[src/rtl/pc_fetch_if.sv]
// pc_fetch_if -- fetch-stage bundle between the pipeline control / instruction
// memory side (master) and the fetch block (slave).
//
// Handshake: Irdy is a valid-only qualifier on Idata. There is no ready in the
// reverse direction. The fetch block consumes Idata on every rising edge where
// Irdy=1, Stall=0 and Condep=1. Otherwise the word is dropped, and memory
// re-presents the word for whatever Iaddr shows next.
//
// Signals:
//   Pcsrc   [1:0]  next-PC select (00 seq, 10 branch, 11 jump, 01 reserved)
//   Condep         0 squashes the IF/ID register
//   Btarget [31:0] branch target from EX
//   Stall          load-use hold from ID
//   Idata   [31:0] instruction memory read data
//   Irdy           Idata valid this cycle
//   Iaddr   [31:0] fetch address (== Pc)
//   dInst   [31:0] IF/ID instruction
//   dPc4    [31:0] IF/ID PC+4
//   dValid         IF/ID holds a real instruction
//   Fcnt    [31:0] instructions delivered to ID
interface pc_fetch_if;
  logic [1:0]  Pcsrc;
  logic        Condep;
  logic [31:0] Btarget;
  logic        Stall;
  logic [31:0] Idata;
  logic        Irdy;
  logic [31:0] Iaddr;
  logic [31:0] dInst;
  logic [31:0] dPc4;
  logic        dValid;
  logic [31:0] Fcnt;

  modport master (
    output Pcsrc, Condep, Btarget, Stall, Idata, Irdy,
    input  Iaddr, dInst, dPc4, dValid, Fcnt
  );

  modport slave (
    input  Pcsrc, Condep, Btarget, Stall, Idata, Irdy,
    output Iaddr, dInst, dPc4, dValid, Fcnt
  );
endinterface

[src/rtl/pc_fetch.sv]
// pc_fetch -- instruction fetch stage. It holds the PC and the IF/ID pipeline
// register, and it counts the instructions delivered to ID.
//
// Ports:
//   clk   rising-edge clock
//   rst   asynchronous active-high reset; clears the PC, IF/ID and the count
//   bus   pc_fetch_if.slave; the signals are listed in the interface header
//
// Next-PC priority, highest first: branch, unstalled jump, stall hold,
// memory-wait hold, sequential. Pcsrc=01 falls through as sequential. A
// stalled jump also falls through, so it becomes a hold.
module pc_fetch (
  input  logic        clk,
  input  logic        rst,
  pc_fetch_if.slave   bus
);

  localparam logic [1:0] PCSRC_BRANCH = 2'b10;
  localparam logic [1:0] PCSRC_JUMP   = 2'b11;

  logic [31:0] pc_q;
  logic [31:0] inst_q;
  logic [31:0] pc4_q;
  logic        valid_q;
  logic [31:0] cnt_q;

  logic [31:0] pc_plus4;
  logic [31:0] jump_target;
  logic [31:0] pc_next;
  logic        take_branch;
  logic        take_jump;
  logic        deliver;

  assign pc_plus4    = pc_q + 32'd4;  // modulo 2^32 by width
  // The jump target is built from the jump already sitting in IF/ID.
  assign jump_target = {pc4_q[31:28], inst_q[25:0], 2'b00};

  assign take_branch = (bus.Pcsrc == PCSRC_BRANCH);
  // The jump controller decides by itself that a jump is present. Only Stall
  // qualifies it; the opcode bits of dInst and dValid are not examined.
  assign take_jump   = (bus.Pcsrc == PCSRC_JUMP) && !bus.Stall;

  // A fetched word enters ID only when nothing squashes it or holds it.
  assign deliver     = bus.Condep && !bus.Stall && bus.Irdy;

  always_comb begin
    pc_next = pc_plus4;
    if (take_branch) begin
      pc_next = bus.Btarget;
    end else if (take_jump) begin
      pc_next = jump_target;
    end else if (bus.Stall || !bus.Irdy) begin
      pc_next = pc_q;
    end
  end

  always_ff @(posedge clk or posedge rst) begin
    if (rst) begin
      pc_q    <= 32'd0;
      inst_q  <= 32'd0;
      pc4_q   <= 32'd0;
      valid_q <= 1'b0;
      cnt_q   <= 32'd0;
    end else begin
      pc_q <= pc_next;
      if (!bus.Condep) begin
        // Squash. dInst and dPc4 carry no meaning, so they are left alone.
        valid_q <= 1'b0;
      end else if (bus.Stall) begin
        // Hold IF/ID for the load-use hazard.
        valid_q <= valid_q;
      end else if (bus.Irdy) begin
        inst_q  <= bus.Idata;
        pc4_q   <= pc_plus4;
        valid_q <= 1'b1;
        cnt_q   <= cnt_q + 32'd1;
      end else begin
        // Memory wait: insert a bubble and keep dPc4.
        inst_q  <= 32'd0;
        valid_q <= 1'b0;
      end
    end
  end

  // deliver is kept as a named term; it matches the Fcnt increment condition.
  logic unused_deliver;
  assign unused_deliver = deliver;

  assign bus.Iaddr  = pc_q;
  assign bus.dInst  = inst_q;
  assign bus.dPc4   = pc4_q;
  assign bus.dValid = valid_q;
  assign bus.Fcnt   = cnt_q;

endmodule

[src/flat_wrapper.sv]
// flat-port wrapper written by rule: the top's interface ports become plain ports
module pc_fetch_flat 
  (clk, rst, bus_Pcsrc, bus_Condep, bus_Btarget, bus_Stall, bus_Idata, bus_Irdy, bus_Iaddr, bus_dInst, bus_dPc4, bus_dValid, bus_Fcnt);
  pc_fetch_if bus_i ();
  input  logic clk;
  input  logic rst;
  input wire logic [$bits(bus_i.Pcsrc)-1:0] bus_Pcsrc;
  input wire logic [$bits(bus_i.Condep)-1:0] bus_Condep;
  input wire logic [$bits(bus_i.Btarget)-1:0] bus_Btarget;
  input wire logic [$bits(bus_i.Stall)-1:0] bus_Stall;
  input wire logic [$bits(bus_i.Idata)-1:0] bus_Idata;
  input wire logic [$bits(bus_i.Irdy)-1:0] bus_Irdy;
  output wire logic [$bits(bus_i.Iaddr)-1:0] bus_Iaddr;
  output wire logic [$bits(bus_i.dInst)-1:0] bus_dInst;
  output wire logic [$bits(bus_i.dPc4)-1:0] bus_dPc4;
  output wire logic [$bits(bus_i.dValid)-1:0] bus_dValid;
  output wire logic [$bits(bus_i.Fcnt)-1:0] bus_Fcnt;
  assign bus_i.Pcsrc = bus_Pcsrc;
  assign bus_i.Condep = bus_Condep;
  assign bus_i.Btarget = bus_Btarget;
  assign bus_i.Stall = bus_Stall;
  assign bus_i.Idata = bus_Idata;
  assign bus_i.Irdy = bus_Irdy;
  assign bus_Iaddr = bus_i.Iaddr;
  assign bus_dInst = bus_i.dInst;
  assign bus_dPc4 = bus_i.dPc4;
  assign bus_dValid = bus_i.dValid;
  assign bus_Fcnt = bus_i.Fcnt;
  pc_fetch u_core (.clk(clk), .rst(rst), .bus(bus_i));
endmodule
[config.mk]
export PLATFORM = sky130hd
export DESIGN_NAME = pc_fetch_flat
export DESIGN_NICKNAME = d
export VERILOG_FILES = /design/src/rtl/pc_fetch_if.sv /design/src/rtl/pc_fetch.sv /design/src/flat_wrapper.sv
export SDC_FILE = /design/constraint.sdc
export NUM_CORES = 1
export LEC_CHECK = 0
export ABC_AREA = 1
export BUFFER_PORTS_ARGS = -buffer_cell sky130_fd_sc_hd__buf_2
export CAP_MARGIN = 20
export CORE_ASPECT_RATIO = 0.6
export CORE_MARGIN = 10
export CORE_UTILIZATION = 25
export CTS_BUF_LIST = sky130_fd_sc_hd__clkbuf_8
export DETAILED_ROUTE_END_ITERATION = 10
export PLACE_DENSITY = 0.41
export SYNTH_ARGS = -nofsm -noshare
export SYNTH_HDL_FRONTEND = slang
export SYNTH_SLANG_ARGS = --single-unit
[constraint.sdc]
create_clock -name clk -period 6.8 [get_ports clk]
set_input_delay 2.04 -clock clk [delete_from_list [all_inputs] [get_ports clk]]
set_output_delay 2.04 -clock clk [all_outputs]
set_load 0.1 [all_outputs]
==> qor.txt, run 1 <==
Switching Fraction: 54.0%
Total Neg Setup Slack: 0 ps
Post-cts resize count: 0
CTS root buffer: clkbuf_8
Yosys warnings: 0
Sequential power share: 31.1%
Hpwl dp: 22.2 mm
Vias: 6944
Fill count: 3159
Vias in the first global route: 6569
CP Class: input port to flop
Leakage: 4.86 nW
Slew Limit Fails: 0
Psw: 0.00185 W
Crit path arrival time: 4730 ps
Worst-path clk slew: 80 ps
Mapped cell area: 7220 sq um
Num rows: 48
Clk_lat worst skew: 480 ps
Count of final setup violators: 0
Die area: 36300 sq um
Average instance area after synthesis: 7.25 sq um
Drt drc: 0
Cell Pwr Density: 380 nW/um^2
RSZ-0062 raised after global routing: false
Clock network power share: 23.4%
Worst Max-Slew Pin Slew: 1020 ps
Cell internal pwr: 0.00157 W
Total Wirelength: 29.3 mm
Die height: 152 um
Crit-path max FO: 38
Largest net degree at the start of global routing: 97
Area Overhead vs Synth: 25.0%
Fmax: 231 MHz
Final Hold Viols: 0
Outcome: complete, no violations
Worst path required time: 7200 ps
Die X: 239 um
Vias per cell: 4.42
Final non-filler cell total: 1572
#FFs+latches synth: 129
Combinational fraction of design power: 45.5%
Total track usage: 16.1%
Nets: 1255
Placed Cells incl. Taps: 1538
Reg2Reg Depth: 9
Hold Crit Class: flop to flop
Reg2reg setup slack: 4830 ps
Max-Cap Viols: 0
Final Cycle Share: 63.7%
Clock buffer depth: 2
Hold bufs inserted after CTS: 0
Post-route ant nets: 0
Sequential cell area fraction in the yosys report: 44.7%
Synth Instances: 995
Initial antenna violation count: 6
Top Ports: 200
GR Overflow Total: 0
Layout cells sized above 1: 24.3%
DR WL/cell: 18.7 um
Unique masters post-synth: 37
CTS tree: built
Crit-path most repeated cell: inv_2
Core Footprint: 28600 sq um
GP Congestion: 0.845
Kind of start point of the critical path: input port
Initial Util: 25.2%
Worst setup EP type: flop
H-Tree Depth: 4
Clock period minus final worst setup slack: 4330 ps
Synthesized Nets: 1068
CTS sink cnt: 129
Clock skew after layout: 13.5 ps
Hold depth: 2
Global-route wire length before repair: 43.2 mm
Critical path cell sequence: buf_2 -> inv_1 -> nor2_4 -> buf_4 -> inv_2 -> nand3_1 -> inv_2 -> nand2_1 -> o21ai_0
Pre-Repair DR Iteration Count: 5
Initial DRC Count: 594
Crit-path slowest cell: nand3_1
I/O Buffers: 199
Num CTS Buffers: 17
Max VDD drop: 0.000135 V
Max_slew headroom: 32.2%
CP peak stage delay: 810 ps
Postcts setup bufs: 0
==> synth_stat cells (all sizes together) <==
cell	n	area, sq um
nand3b	7	52.6
clkbuf	12	45.0
xnor2	10	87.6
and2	1	6.26
a21boi	1	7.51
o211ai	1	7.51
nand2	429	1660
inv	90	338
o22ai	1	6.26
o21a	3	22.5
xor2	22	215
nand3	39	205
dfrtp	129	3230
nor2	96	494
buf	24	131
nor3	9	50.1
a21oi	27	135
or2	1	6.26
a211oi	3	22.5
o21ai	82	410
ha	2	25.0
nand4	5	52.6
a31oi	1	6.26
==> power by group through the flow <==
stage                     registers (W)  clock network, W  logic, W
after floorplan                 0.00198                 0  0.000321
after global placement          0.00108                 0   0.00157
final                           0.00106          0.000799   0.00156
after detailed placement        0.00108                 0   0.00157
after CTS                       0.00107          0.000823   0.00157
after global routing            0.00109          0.000856   0.00164
==> critical path: cells and delay by family <==
family / cells / cell delay, ps
buffers and inverters: 5 / 1640
AO/OA/AOI/OAI: 1 / 90
AND/OR/NAND/NOR: 3 / 930
==> placed cells by master (no fill, tap or decap), types with 2 or more instances in the layout <==
| master | count |
|---|---|
| xnor2_1 | 10 |
| inv_2 | 11 |
| nor3_1 | 8 |
| nand2_1 | 417 |
| bufinv_16 | 5 |
| inv_6 | 2 |
| xor2_2 | 3 |
| dfrtp_1 | 129 |
| buf_2 | 199 |
| diode_2 | 2 |
| clkinv_2 | 3 |
| nand3_2 | 2 |
| nor2_2 | 10 |
| o21ai_0 | 81 |
| xor2_1 | 19 |
| nand2_2 | 8 |
| nand3b_1 | 7 |
| nand3_1 | 37 |
| clkinv_4 | 4 |
| inv_1 | 79 |
| ha_1 | 2 |
| clkbuf_8 | 18 |
| buf_4 | 5 |
| a211oi_1 | 3 |
| nor2_8 | 3 |
| nand2_4 | 4 |
| a21oi_1 | 27 |
| o21a_1 | 3 |
| nor2_1 | 74 |
| nand4_1 | 3 |
| nor2_4 | 9 |
==> cell families (layout without fill, tap and decap cells) <==
family          count (synthesis)  count (layout)  share of synthesized area [%]
flops                         129             129                           44.7
other cells                     0               2                              0
buf+inv                       126             326                           7.13
fa+ha+maj                       2               2                          0.347
compound gates                119             119                           8.57
xor+xnor                       32              32                           4.20
simple gates                  587             587                           35.0
==> cell type report <==
cell class / count / area [sq um] / area share [%]
timing repair buffer: 204 / 1030 / 11.5
antenna: 2 / 5.00 / 0.0555
multi-input combinational: 740 / 3480 / 38.6
clock inverter: 14 / 213 / 2.36
inverter: 90 / 343 / 3.80
tap: 375 / 469 / 5.20
clock buffer: 18 / 248 / 2.75
sequential: 129 / 3230 / 35.8
==> per-stage QoR <==
stage	instance area, sq um	setup WS [ps]	hold slack (ps)	utilization [%]	power (W)
6_report	9020	2470	477	31.6	0.00342
3_3_place_gp	8550	2030	459	29.9	0.00265
3_5_place_dp	8550	1940	462	29.9	0.00265
4_1_cts	9010	2470	486	31.5	0.00346
5_1_grt	9010	2270	505	31.5	0.00359
2_1_floorplan	7220	1320	523	-	0.00230
==> state kept, by name, summed over array words and instances (netlist names) <==
signal and count:
u_core.bus.Fcnt 32, u_core.bus.Iaddr 32, u_core.bus.dInst 32, u_core.bus.dPc4 32, u_core.bus.dValid 1
==> worst paths after layout <==
path                                         to                 from
setup / recovery            u_core.bus.Iaddr[3]         bus_Pcsrc[1]
hold / removal              u_core.bus.dPc4[11]  u_core.bus.dPc4[11]
setup reg to reg            u_core.bus.Fcnt[28]   u_core.bus.Fcnt[8]
hold reg to reg             u_core.bus.dPc4[11]  u_core.bus.dPc4[11]
max in group asynchronous   u_core.bus.Fcnt[31]                  rst
min in group asynchronous  u_core.bus.dInst[29]                  rst
==> per-layer routing <==
layer	track usage [%]	share of wire, %
met5	0	0.16
met4	3.33	0.70
met3	5.74	7.8
met2	19.3	36
met1	25.5	55
No activity file was read; power rests on OpenSTA's default activity.
==> run 2, diff against run 1 <==
==> constraint.sdc (replaced) <==
create_clock -name clk -period 4.4 [get_ports clk]
set_input_delay 1.32 -clock clk [delete_from_list [all_inputs] [get_ports clk]]
set_output_delay 1.32 -clock clk [all_outputs]
set_load 0.1 [all_outputs]
==> qor.txt, run 2 (synthesis gave the netlist of run 1 again) <==
Largest delay contributor family on the critical path: buffers and inverters
Final Hold Viols: 0 (unchanged)
Initial Util: 25.2% (unchanged)
H-Tree Depth: 4 (unchanged)
Top Ports: 200 (unchanged)
Die area: 36300 sq um (unchanged)
Postcts setup bufs: 0 (unchanged)
N_diodes: 0 (-2)
Count of final setup violators: 0 (unchanged)
Slew Limit Fails: 0 (unchanged)
CP startpoint: bus_Stall
DR WL/cell: 18.8 um (+0.60%)
Max-Cap Viols: 0 (unchanged)
Post-cts resize count: 0 (unchanged)
Fmax: 332 MHz
CTS sink cnt: 129 (unchanged)
Combinational fraction of design power: 45.9% (+0.4 points)
Vias: 7021 (+1.1%)
Hold bufs inserted after CTS: 0 (unchanged)
Worst-path clk slew: 90 ps (about the same)
Fill count: 3190 (+0.98%)
Vias per cell: 4.46 (+0.98%)
Clock buffer depth: 2 (unchanged)
Crit-path most repeated cell: inv_2
Crit-path max FO: 27 (-29%)
Total Wirelength: 29.6 mm (+0.73%)
Core Footprint: 28600 sq um (unchanged)
Drt drc: 0 (unchanged)
Outcome: complete, no violations
Critical path depth: 10 (+1)
Initial antenna violation count: 2 (-4)
Num CTS Buffers: 17 (unchanged)
Die X: 239 um (unchanged)
Reg2reg setup slack: 2470 ps (-2360 ps)
Max_slew headroom: 40.6% (+8.5 points)
Cell internal pwr: 0.00240 W (+52%)
Total Neg Setup Slack: 0 ps (unchanged)
CTS tree: built
GP Congestion: 0.846 (+0.18%)
RR Endpoint: u_core.bus.Iaddr[24]
Largest net degree at the start of global routing: 61 (-37%)
Hold WS: 479 ps (+2.30 ps)
Num rows: 48 (unchanged)
Psw: 0.00286 W (+54%)
CP Class: input port to flop
GR Overflow Total: 0 (unchanged)
RSZ-0062 raised after global routing: false
Crit path arrival time: 3400 ps (-1330 ps)
Global-route wire length before repair: 43.4 mm (+0.64%)
Vias in the first global route: 6644 (+1.1%)
Critical path cell sequence: buf_2 -> inv_2 -> nand2_1 -> inv_2 -> nand2_4 -> inv_2 -> nand2_1 -> o21ai_0 -> nor2_1 -> o21ai_0
Area Overhead vs Synth: 25.5%
Hpwl dp: 22.7 mm (+2.2%)
Core Util, Final: 31.7% (+0.11 points)
Reg2Reg Launch Point: u_core.bus.Iaddr[2]
Final Cycle Share: 68.5%
Layout cells sized above 1: 24.6% (+0.34 points)
Nets: 1259 (+0.32%)
Reg2Reg Depth: 12 (+3)
CTS root buffer: clkbuf_8
PnR worst setup slack: 1390 ps (-1080 ps)
CP peak stage delay: 450 ps (-360 ps)
Switching Fraction: 54.4% (+0.36 points)
Worst Max-Slew Pin Slew: 887 ps (-130 ps)
Worst setup EP type: flop
Place WS: 851 ps (-1090 ps)
Leakage: 4.87 nW (+0.23%)
Hold Crit Class: flop to flop
Clk_lat worst skew: 480 ps (about the same)
Crit-path slowest cell: inv_2
I/O Buffers: 199 (unchanged)
Most common cell after layout, fill and taps aside: nand2_1
Critical Path Sink: u_core.bus.Iaddr[6]
Die height: 152 um (unchanged)
Clock network power share: 22.8% (-0.6 points)
Max VDD drop: 0.000274 V (+100%)
Hold depth: 2 (unchanged)
Most frequent cells in the layout: nand2_1 (417), buf_2 (199), dfrtp_1 (129)
Kind of start point of the critical path: input port
Total track usage: 16.1% (+0.053 points)
Crit path buffers/inverters: 4 (-1)
Post-route ant nets: 0 (unchanged)
Clock skew after layout: 16.5 ps (+2.99 ps)
Initial DRC Count: 565 (-4.9%)
Pre-Repair DR Iteration Count: 5 (unchanged)
Cell Pwr Density: 580 nW/um^2 (+53%)
Sequential power share: 31.3% (+0.2 points)
Worst path required time: 4790 ps (-2410 ps)
Clock period minus final worst setup slack: 3010 ps
==> run 2: power groups by stage <==
stage / logic [W] / clock network (W) / registers (W)
6_report: 0.00241 / 0.00120 / 0.00164
5_1_grt: 0.00254 / 0.00127 / 0.00167
3_5_place_dp: 0.00243 / 0 / 0.00166
4_1_cts: 0.00244 / 0.00123 / 0.00164
2_1_floorplan: 0.000497 / 0 / 0.00306
3_3_place_gp: 0.00243 / 0 / 0.00166
==> run 2: how the worst min path moves through the flow <==
stage                                endpoint  slack (ps)                 from
after floorplan           u_core.bus.Iaddr[0]         520  u_core.bus.Iaddr[0]
after global placement    u_core.bus.dPc4[10]         460  u_core.bus.dPc4[10]
after detailed placement  u_core.bus.dPc4[24]         460  u_core.bus.dPc4[24]
after CTS                 u_core.bus.dPc4[24]         480  u_core.bus.dPc4[24]
after global routing       u_core.bus.dPc4[7]         500   u_core.bus.dPc4[7]
final                     u_core.bus.dPc4[24]         480  u_core.bus.dPc4[24]
==> run 2: tightest hold or removal path: stages, from the launching register on <==
cell	delay [ps]
dfrtp_1	350
nand2_1	50
nand2_1	50
==> run 2: layout make-up <==
| type | count | area [sq um] | area share, % |
|---|---|---|---|
| multi-input cells | 740 | 3480 | 38.5 |
| flip-flops and latches | 129 | 3230 | 35.7 |
| clock inverters | 13 | 183 | 2.02 |
| repair buffers | 208 | 1090 | 12.0 |
| clock buffers | 19 | 262 | 2.89 |
| well taps | 375 | 469 | 5.18 |
| inverters | 90 | 342 | 3.77 |
==> run 2: per-stage QoR <==
| step | std cells | power, W | instance area [sq um] |
|---|---|---|---|
| final | 1574 | 0.00525 | 9050 |
| after global placement | 1542 | 0.00410 | 8610 |
| after global routing | 1574 | 0.00549 | 9050 |
| after detailed placement | 1542 | 0.00409 | 8610 |
| after CTS | 1574 | 0.00531 | 9050 |
| after floorplan | 995 | 0.00356 | 7220 |
==> run 2: routing by layer <==
layer  wire [um]  global-route usage (%)  share of wire (%)
met1       16600                    26.1                 56
met2       10800                    19.5                 36
met3        1970                    4.35                6.7
met4         211                    3.71               0.71
met5          13                       0              0.044
==> run 3, diff against run 2 <==
--- a/config.mk
+++ b/config.mk
@@ -5,7 +5,7 @@
 export SDC_FILE = /design/constraint.sdc
 export NUM_CORES = 1
 export LEC_CHECK = 0
-export ABC_AREA = 1
+export ABC_AREA = 0
 export BUFFER_PORTS_ARGS = -buffer_cell sky130_fd_sc_hd__buf_2
 export CAP_MARGIN = 20
 export CORE_ASPECT_RATIO = 0.6
@@ -13,7 +13,7 @@
 export CORE_UTILIZATION = 25
 export CTS_BUF_LIST = sky130_fd_sc_hd__clkbuf_8
 export DETAILED_ROUTE_END_ITERATION = 10
-export PLACE_DENSITY = 0.41
+export PLACE_DENSITY = 0.43
 export SYNTH_ARGS = -nofsm -noshare
 export SYNTH_HDL_FRONTEND = slang
 export SYNTH_SLANG_ARGS = --single-unit
==> constraint.sdc (replaced) <==
create_clock -name clk -period 2.6 [get_ports clk]
set_input_delay 0.78 -clock clk [delete_from_list [all_inputs] [get_ports clk]]
set_output_delay 0.78 -clock clk [all_outputs]
set_load 0.1 [all_outputs]
==> qor.txt, run 3 <==
Outcome: complete, no violations
Hpwl dp: 19.4 mm (-14%)
Die height: 144 um (-5.0%)
Fin area: 8400 sq um (-7.2%)
Worst path required time: 3010 ps (-1780 ps)
Total Wirelength: 25.3 mm (-15%)
Vias in the first global route: 5727 (-14%)
Top Ports: 200 (unchanged)
Async SR Flop Fraction: 100% (unchanged)
Post-placement cell area: 7990 sq um (-7.2%)
Worst setup EP type: flop
Initial antenna violation count: 3 (+1)
Most frequent cells in the layout: buf_2 (199), nand2_1 (151), dfrtp_1 (109)
Pre-Repair DR Iteration Count: 5 (unchanged)
Synthesized Nets: 773 (-28%)
Yosys top cell area share: 50.4% (+5.7 points)
Leakage: 3.91 nW (-20%)
CTS tree: built
Die X: 227 um (-5.3%)
Worst Max-Slew Pin Slew: 551 ps (-336 ps)
Max_slew headroom: 63.0% (+22 points)
Vias: 5897 (-16%)
Yosys top cell by area: dfrtp_1
Yosys warnings: 0 (unchanged)
Most common cell after layout, fill and taps aside: buf_2
Clock buffer depth: 2 (unchanged)
Synth Instances: 700 (-30%)
Core Util, Final: 33.2% (+1.6 points)
Die area: 32600 sq um (-10%)
Crit-path max FO: 8 (-70%)
Unique masters post-synth: 55 (+49%)
Fill count: 2672 (-16%)
Total track usage: 15.6% (-0.50 points)
CP Class: flop to flop
Area Overhead vs Synth: 31.1%
Drt drc: 0 (unchanged)
#FFs+latches synth: 129 (unchanged)
Num rows: 45 (-6.3%)
Hold bufs inserted after CTS: 0 (unchanged)
CTS root buffer: clkbuf_8
Count of final setup violators: 0 (unchanged)
Nets: 975 (-23%)
Core Footprint: 25300 sq um (-12%)
Initial DRC Count: 326 (-42%)
CTS sink cnt: 129 (unchanged)
Most common cell in the netlist: nand2_1
Clock skew after layout: 16.4 ps (-0.126 ps)
Postcts setup bufs: 0 (unchanged)
DR WL/cell: 20.3 um (+8.0%)
Number of synthesized flops with an enable pin: 0 (unchanged)
Synth top area cells: dfrtp_1 (50%), nand2_1 (8.9%), o21ai_0 (6.6%)
Sequential cell area fraction in the yosys report: 50.4% (+5.7 points)
Initial Util: 25.3% (+0.10 points)
Mapped cell area: 6410 sq um (-11%)
Kind of start point of the critical path: flop
Max-Cap Viols: 0 (unchanged)
H-Tree Depth: 4 (unchanged)
Slew Limit Fails: 0 (unchanged)
Fmax: 406 MHz
RSZ-0062 raised after global routing: false
Clk_lat worst skew: 480 ps (about the same)
Most frequent cells after synthesis: nand2_1 (152), dfrtp_1 (129), o21ai_0 (84), xnor2_1 (38), clkbuf_1 (37)
Largest net degree at the start of global routing: 58 (-4.9%)
Hold Crit Class: input port to asynchronous set/reset pin
Clock period minus final worst setup slack: 2460 ps
GP Congestion: 0.787 (-7.0%)
Layout cells sized above 1: 32.5% (+7.9 points)
GR Overflow Total: 0 (unchanged)
Final Hold Viols: 0 (unchanged)
Final Cycle Share: 94.6%
Max VDD drop: 0.000307 V (+12%)
Cell Pwr Density: 966 nW/um^2 (+67%)
Post-cts resize count: 0 (unchanged)
Global-route wire length before repair: 38.0 mm (-12%)
Most used DFF post-synth: dfrtp_1
Post-route ant nets: 0 (unchanged)
Worst-path clk slew: 80 ps (about the same)
Num CTS Buffers: 17 (unchanged)
I/O Buffers: 199 (unchanged)
Total Neg Setup Slack: 0 ps (unchanged)
Average instance area after synthesis: 9.15 sq um (+26%)
Crit path arrival time: 2870 ps (-530 ps)
Vias per cell: 4.73 (+6.1%)
run 3: through the flow:
step	instances	hold slack (ps)	setup WS (ps)	power, W
2_1_floorplan	700	485	0.441	0.00551
3_3_place_gp	1212	457	229	0.00634
3_5_place_dp	1212	461	182	0.00634
4_1_cts	1244	218	148	0.00822
5_1_grt	1245	230	40.9	0.00850
6_report	1246	256	140	0.00812
run 3: routing by layer:
metal	vias up	track usage, %	share of wire [%]
li1	2875	-	-
met1	2816	23.1	52
met2	186	20.8	40
met3	18	5.34	6.8
met4	2	3.90	1.0
met5	-	0	0.051
run 3: worst max-delay path, cell delays in order (launching register included):
cell,delay [ps]
dfrtp_2,440
ha_1,270
nand4_4,180
nor4_4,580
nand4_1,260
or4_1,550
nand3_1,90
run 3: report_power, final:
part / internal (W) / total (W) / switching, W
clock: 0.000982 / 0.00185 / 0.000869
combinational: 0.000578 / 0.00355 / 0.00297
sequential: 0.00232 / 0.00272 / 0.000394
run 3: path summary, 6_finish.rpt:
kind / from / to / slack (ps) / depth (start not counted)
worst min-delay path: rst / u_core.bus.dInst[1] / 260 / 2
worst max-delay path: u_core.bus.Iaddr[2] / u_core.bus.Iaddr[30] / 140 / 6
worst min register to register: u_core.bus.dPc4[26] / u_core.bus.dPc4[26] / 470 / 2
worst max register to register: u_core.bus.Iaddr[2] / u_core.bus.Iaddr[30] / 140 / 6
max in group asynchronous: rst / u_core.bus.Iaddr[30] / 1730 / 3
min in group clk: u_core.bus.dPc4[26] / u_core.bus.dPc4[26] / 470 / 2
run 3: final cells by class:
| cell class | count | area [sq um] | share of cell area (%) |
|---|---|---|---|
| tap | 329 | 412 | 4.90 |
| multi-input combinational | 518 | 2980 | 35.4 |
| clock inverter | 13 | 145 | 1.73 |
| sequential | 129 | 3250 | 38.7 |
| timing repair buffer | 228 | 1310 | 15.6 |
| antenna | 2 | 5.00 | 0.0596 |
| inverter | 8 | 33.8 | 0.402 |
| clock buffer | 19 | 262 | 3.11 |
run 3: kinds of logic (layout without fill, tap and decap cells):
logic type	after synthesis	in the layout	share of synthesized area, %
XOR/XNOR	59	59	8.07
multiplexers	6	6	1.02
AO/OA/AOI/OAI	163	163	15.2
AND/OR/NAND/NOR	288	288	21.7
adder cells (fa/ha/maj)	2	2	0.391
flip-flops	129	129	50.4
buffers and inverters	53	268	3.30
other	0	2	0
